--- src/rtl/rptr_empty_ctrl.sv ---
`default_nettype none
// ============================================================================
// rptr_empty_ctrl : async-FIFO read-side pointer, empty/almost-empty, level
// Revision 1.0
// ============================================================================
module rptr_empty_ctrl #(
  parameter int ADDR_WIDTH = 4,
  parameter int AE_THRESH  = 2
) (
  input  logic                  rclk,
  input  logic                  rrst,
  input  logic                  rinc,
  input  logic [ADDR_WIDTH:0]   rq2_wptr,
  input  logic                  rclr_err,
  output logic [ADDR_WIDTH-1:0] raddr,
  output logic [ADDR_WIDTH:0]   rptr,
  output logic                  rempty,
  output logic                  ralmost_empty,
  output logic [ADDR_WIDTH:0]   rlevel,
  output logic                  rvalid,
  output logic                  runderflow
);

  localparam logic [ADDR_WIDTH:0] C_AE_THRESH = (ADDR_WIDTH+1)'(AE_THRESH);

  logic [ADDR_WIDTH:0] r_rbin;
  logic                w_rd_ok;
  logic                w_rd_blocked;
  logic [ADDR_WIDTH:0] w_rbinnext;
  logic [ADDR_WIDTH:0] w_rgraynext;
  logic [ADDR_WIDTH:0] w_wbin_s;
  logic [ADDR_WIDTH:0] w_level_next;

  assign w_rd_ok      = rinc & ~rempty;
  assign w_rd_blocked = rinc & rempty;
  assign w_rbinnext   = r_rbin + {{ADDR_WIDTH{1'b0}}, w_rd_ok};
  assign w_rgraynext  = (w_rbinnext >> 1) ^ w_rbinnext;

  // Gray to binary: each bit is the XOR of all Gray bits at or above it
  for (genvar i = 0; i <= ADDR_WIDTH; i++) begin : g_g2b
    assign w_wbin_s[i] = ^(rq2_wptr >> i);
  end

  assign w_level_next = w_wbin_s - w_rbinnext;
  assign raddr        = r_rbin[ADDR_WIDTH-1:0];

  always_ff @(posedge rclk or posedge rrst) begin
    if (rrst) begin
      r_rbin        <= '0;
      rptr          <= '0;
      rempty        <= 1'b1;
      ralmost_empty <= 1'b1;
      rlevel        <= '0;
      rvalid        <= 1'b0;
      runderflow    <= 1'b0;
    end else begin
      r_rbin        <= w_rbinnext;
      rptr          <= w_rgraynext;
      rempty        <= (w_rgraynext == rq2_wptr);
      rlevel        <= w_level_next;
      ralmost_empty <= (w_level_next <= C_AE_THRESH);
      rvalid        <= w_rd_ok;
      // a fresh underflow takes priority over a clear in the same cycle
      if (w_rd_blocked)
        runderflow <= 1'b1;
      else if (rclr_err)
        runderflow <= 1'b0;
    end
  end

endmodule
`default_nettype wire

--- config.mk ---
export PLATFORM = sky130hd
export DESIGN_NAME = rptr_empty_ctrl
export DESIGN_NICKNAME = d
export VERILOG_FILES = /design/src/rtl/rptr_empty_ctrl.sv
export SDC_FILE = /design/constraint.sdc
export NUM_CORES = 1
export LEC_CHECK = 0
export CORE_ASPECT_RATIO = 2
export CORE_MARGIN = 2
export CORE_UTILIZATION = 30
export CTS_CLUSTER_DIAMETER = 40
export DETAILED_ROUTE_END_ITERATION = 16
export GPL_ROUTABILITY_DRIVEN = 1
export GPL_TIMING_DRIVEN = 0
export PLACE_DENSITY = 0.6
export SLEW_MARGIN = 10
export SYNTH_ARGS = -nofsm -noshare
export SYNTH_HDL_FRONTEND = slang
export SYNTH_SLANG_ARGS = --single-unit
--- constraint.sdc ---
create_clock -name rclk -period 2.93 [get_ports rclk]
set_input_delay 0.586 -clock rclk [delete_from_list [all_inputs] [get_ports rclk]]
set_output_delay 0.586 -clock rclk [all_outputs]
set_load 0.005 [all_outputs]
Word-level counts from Yosys, hierarchy flattened
Index checks and enable logic that the tools add are counted.
Storage, ports and cells
  input port bits: 9
  logic and storage cells: 23
  flip-flop bits (word level): 19
Operators by class
  $add $sub $neg: 2
  mux-type cells: 2
  reduce and logical (&&, ||, !) cells: 6
  $lt $le $gt $ge: 1
  equal/unequal tests: 1
  bitwise gates (word level): 4
Operators by type and width (count)
  XOR reduction 5 bit: 5
  adder 5 x 1 -> 5 bit: 1
  equality test 5 bit: 1
  <= comparator 5 x 2 -> 1 bit, second input constant: 1
  subtractor 5 bit: 1
  XOR 4 x 5 -> 5 bit: 1
  bitwise AND 1 bit: 2
  two-way mux 1 bit: 2
  nonzero test 2 bit: 1
  inverter 1 bit: 1

Depth between registers and ports, before layout
  word-level depth: 5
  depth in mapped cells: 10
  mapped depth without buffers: 10

Least setup slack after synthesis
No wires, ideal clock.
  path type: input to register
  start point: input port rinc
  end point: register ralmost_empty
  setup slack: 321 ps
  arrival: 2525 ps
  path buffers: 1
  stages: 10
  data required time: 2846 ps
  library setup time: 84 ps
  cells stage by stage: nor2b_1 ha_1 ha_1 clkbuf_1 xnor2_1 ha_1 a21o_1 a21bo_1 o31ai_2 nor3b_1
On the way
  longest elaborated chain between the ends: 4
RTL lines
  start, declared: RTL line 12  | input logic rinc,
  bitwise AND 1 bit: RTL line 34  | assign w_rd_ok = rinc & ~rempty;
  adder 5 x 1 -> 5 bit: RTL line 36  | assign w_rbinnext = r_rbin + {{ADDR_WIDTH{1'b0}}, w_rd_ok};
  net w_rbinnext[1]: RTL line 29  | logic [ADDR_WIDTH:0] w_rbinnext;
  subtractor 5 bit: RTL line 44  | assign w_level_next = w_wbin_s - w_rbinnext;
  <= comparator 5 x 2 -> 1 bit: RTL line 61  | ralmost_empty <= (w_level_next <= C_AE_THRESH);
  end signal, assigned: RTL line 61
  end, declared: RTL line 18  | output logic ralmost_empty,
The timed path passes the listed nets, and every way through them passes these cells.
A chain may end at the register's enable or synchronous reset.

Worst setup path in the final report
  start point: input port rq2_wptr[1]
  end point: register ralmost_empty
On the way
  longest elaborated chain between the ends: 3
  elaborated cells on any way between the ends: 4
  classes of those cells: add/sub: 1; order compare: 1; reduce/logical: 2
RTL lines
  start, declared: RTL line 13  | input logic [ADDR_WIDTH:0] rq2_wptr,
  XOR reduction 5 bit: RTL line 41  | assign w_wbin_s[i] = ^(rq2_wptr >> i);
  subtractor 5 bit (*): RTL line 44
  <= comparator 5 x 2 -> 1 bit (*): RTL line 61
Mark *: on every way between the ends. The rest lies on a longest branch, timed or not.

==> results.ini <==
[timing]
worstMarginPinSlew_ns=0.629
timing.slew.headroom_pct=58.0
final_max_slew_viol_count=0
max_freq_mhz=358
hold_viol=0
fin_crit_sh_pct=95.4
tns_ns=0
fin_worst_skew_ns=0.00224
finalCriticalPeriod_ns=2.80
finalSetupViolCount=0

[pwr]
clock_power_share_pct=9.4
total_power_mw=1.71
powerDensity_nw_per_um2=1250
vdd_ir_drop_max_mv=0.447
switching_share_pct=38.1
switchingPower_uw=653
power_leakage_nw=0.615
seqPwrFrac_pct=25.9
p_int_mw=1.06
p_comb_share_pct=64.7

[yosys]
synth_area_leader_cell=dfrtp_1
synthArstFlopShare_pct=100
syn_area_per_cell_um2=11.1
ys_seq_elements=18
syn-num-nets=98
yosys-top-cells-area=dfrtp_1, xor2_1, xnor2_1
syn_inst=84
yosys_warnings=0
synth_cell_types=26
synth_edf_count=0
synthesis.area_um2=933
synth_commonest_cells=dfrtp_1, inv_1, xor2_1, xnor2_1, ha_1
yosys_most_used_dff=dfrtp_1
yosysTopAreaCellShare_pct=42.9
yosysSeqAreaShare_pct=48.5
synthMostInstantiatedCell=dfrtp_1

[drt]
wl_per_cell_um=12.0
dr.first_iter.drc_count=4
drc=0
postRouteAntennaNets=0
vias=689
routed_wl_um=1740
firstDrtPassIters=3
via_per_inst=4.75

[clocking]
clock_sinks=18
hold_buffers=0
cts_tree=built
cts.clk_slew.worst_paths_ns=0.06
cts_buffers=3
ctsRootBufferMaster=clkbuf_8
insertion_delay_ns=0.24
h-tree-depth=1
cts_max_path_buffers=2

[global_route]
antenna_found_initial=0
grt-ovfl-total=0
grt_pass1_vias=717
grt_pass1_wl_um=2930
grt_max_degree=19
busiest_layer=met2
grtUsageMet3_pct=0.870
use_met2_pct=17.5
grt.total_usage_pct=10.9
grt_util_met1_pct=11.2

[floorplan]
coreArea_um2=2980
die_x_um=43.4
die_area_um2=3600
std_cell_rows=28
die_h_um=82.9
pin_count=27
start_util_pct=31.3

[setup_path]
cp_max_fo=3
crit_path_start_kind=primary input
criticalPathCategory=in -> reg
worstPathRequired_ns=3.10
critPathCaptureType=flop
critical_path_arrival_ns=2.97

[final_layout]
final_cells=145
final_cell_area_um2=1370
final-seq-area_um2=453
syn_to_final_growth_pct=46.9
final_util_pct=46.1
n_antenna_cell=0
fin_nets=131
filler_cell_count=271
drive_gt1_share_pct=18.3
multi_input_area_um2=504

[placed_design]
place_congestion=0.783
dp.cells=140
dpl_cell_area_um2=1230
port_buffers=26
hpwlAfterDp_um=1360

[outcome]
outcome=complete, no violations

[flow_run]
drv_cap=0

[worst_hold_path]
hp-class=reg -> reg

[path summary, 6_finish.rpt]
check,end,slack (ns),from,cells past startpoint
worst max-delay path,ralmost_empty,0.13,rq2_wptr[1],11
worst max register to register,ralmost_empty,0.53,rempty,9
worst min register to register,runderflow,0.53,runderflow,2
worst min-delay path,runderflow,0.53,runderflow,2
max in group asynchronous,rlevel[1],1.81,rrst,2
min in group asynchronous,rlevel[2],0.72,rrst,2
[kinds of logic (layout without fill, tap and decap cells)]
kind of cell    count (synthesis)  in the layout  synth area share, %
buf+inv                        13             44                 5.23
compound gates                  9              9                 7.51
xor+xnor                       22             22                 22.3
fa+ha+maj                       5              5                 6.70
flops                          18             18                 48.5
simple gates                   17             17                 9.79
[critical path, stage by stage]
cell and delay (ns):
clkdlybuf4s50_1 0.47, xnor2_2 0.17, xnor2_2 0.21, xnor2_1 0.15
ha_2 0.22, inv_1 0.05, ha_1 0.18, a21o_1 0.20
and3_2 0.25, o31ai_4 0.28, nor3b_2 0.21
[layout make-up]
cell class / count / area share (%)
Sequential cell: 18 / 33.0
Tap cell: 30 / 2.74
Clock buffer: 3 / 3.01
Timing Repair Buffer: 29 / 21.2
Multi-Input combinational cell: 53 / 36.8
Inverter: 12 / 3.28
[placed cells by master, fill, tap and decap left out]
master / Yosys / layout
nor2_1: 3 / 3
clkdlybuf4s50_1: 0 / 23
o41ai_2: 0 / 1
a2111oi_1: 0 / 1
nand4b_1: 1 / 1
a21o_1: 1 / 1
clkbuf_8: 0 / 3
xnor2_2: 0 / 2
and3_2: 1 / 1
dfstp_2: 2 / 2
dfrtp_1: 16 / 16
nand2b_1: 1 / 1
inv_1: 12 / 12
a21bo_2: 0 / 1
xor2_2: 2 / 1
dlymetal6s2s_1: 0 / 3
ha_2: 0 / 2
nor3b_2: 0 / 1
ha_4: 0 / 1
buf_4: 0 / 3
o31ai_4: 0 / 1
o21ai_0: 2 / 2
nor2b_1: 1 / 1
xor2_1: 11 / 11
xnor2_1: 9 / 7
ha_1: 5 / 2
a21oi_1: 1 / 1
nand3_1: 4 / 4
xor2_4: 0 / 1
nand2_1: 3 / 3
o211ai_1: 1 / 1
nor4_2: 0 / 1
or3_1: 1 / 1
[routing by layer]
layer / vias to the layer above / share of wire, %
met1: 331 / 34
met3: 6 / 3.4
met5: - / 0
met4: 0 / 6.3
met2: 19 / 57
li1: 333 / -
[state kept, by name, indices dropped and copies added, names as in the netlist]
name and flops:
rptr 4, rvalid 1, ralmost_empty 1, r_rbin 5
runderflow 1, rempty 1, rlevel 5
[through the flow]
stage	hold slack (ns)	worst slack, ns
detailed placement	0.519	-0.376
CTS	0.531	0.0279
floorplan	0.507	0.321
finish	0.526	0.134
global route	0.573	-0.0138
global placement	0.510	-0.386
[power by group through the flow]
stage	clock network, mW	registers, mW	logic [mW]
after global routing	0.177	0.459	1.24
after floorplan	0	0.456	0.594
after CTS	0.167	0.443	1.03
final	0.161	0.443	1.11
after global placement	0	0.438	0.967
after detailed placement	0	0.442	0.976
[timing repair]
action / 4_1_cts / 5_1_grt
setup buffers: 3 / 0
endpoints found under the setup margin: 3 / 3
gates resized for setup: 4 / 12
pin swaps: 2 / 3
Note: power is estimated with default switching activity, not from simulation.
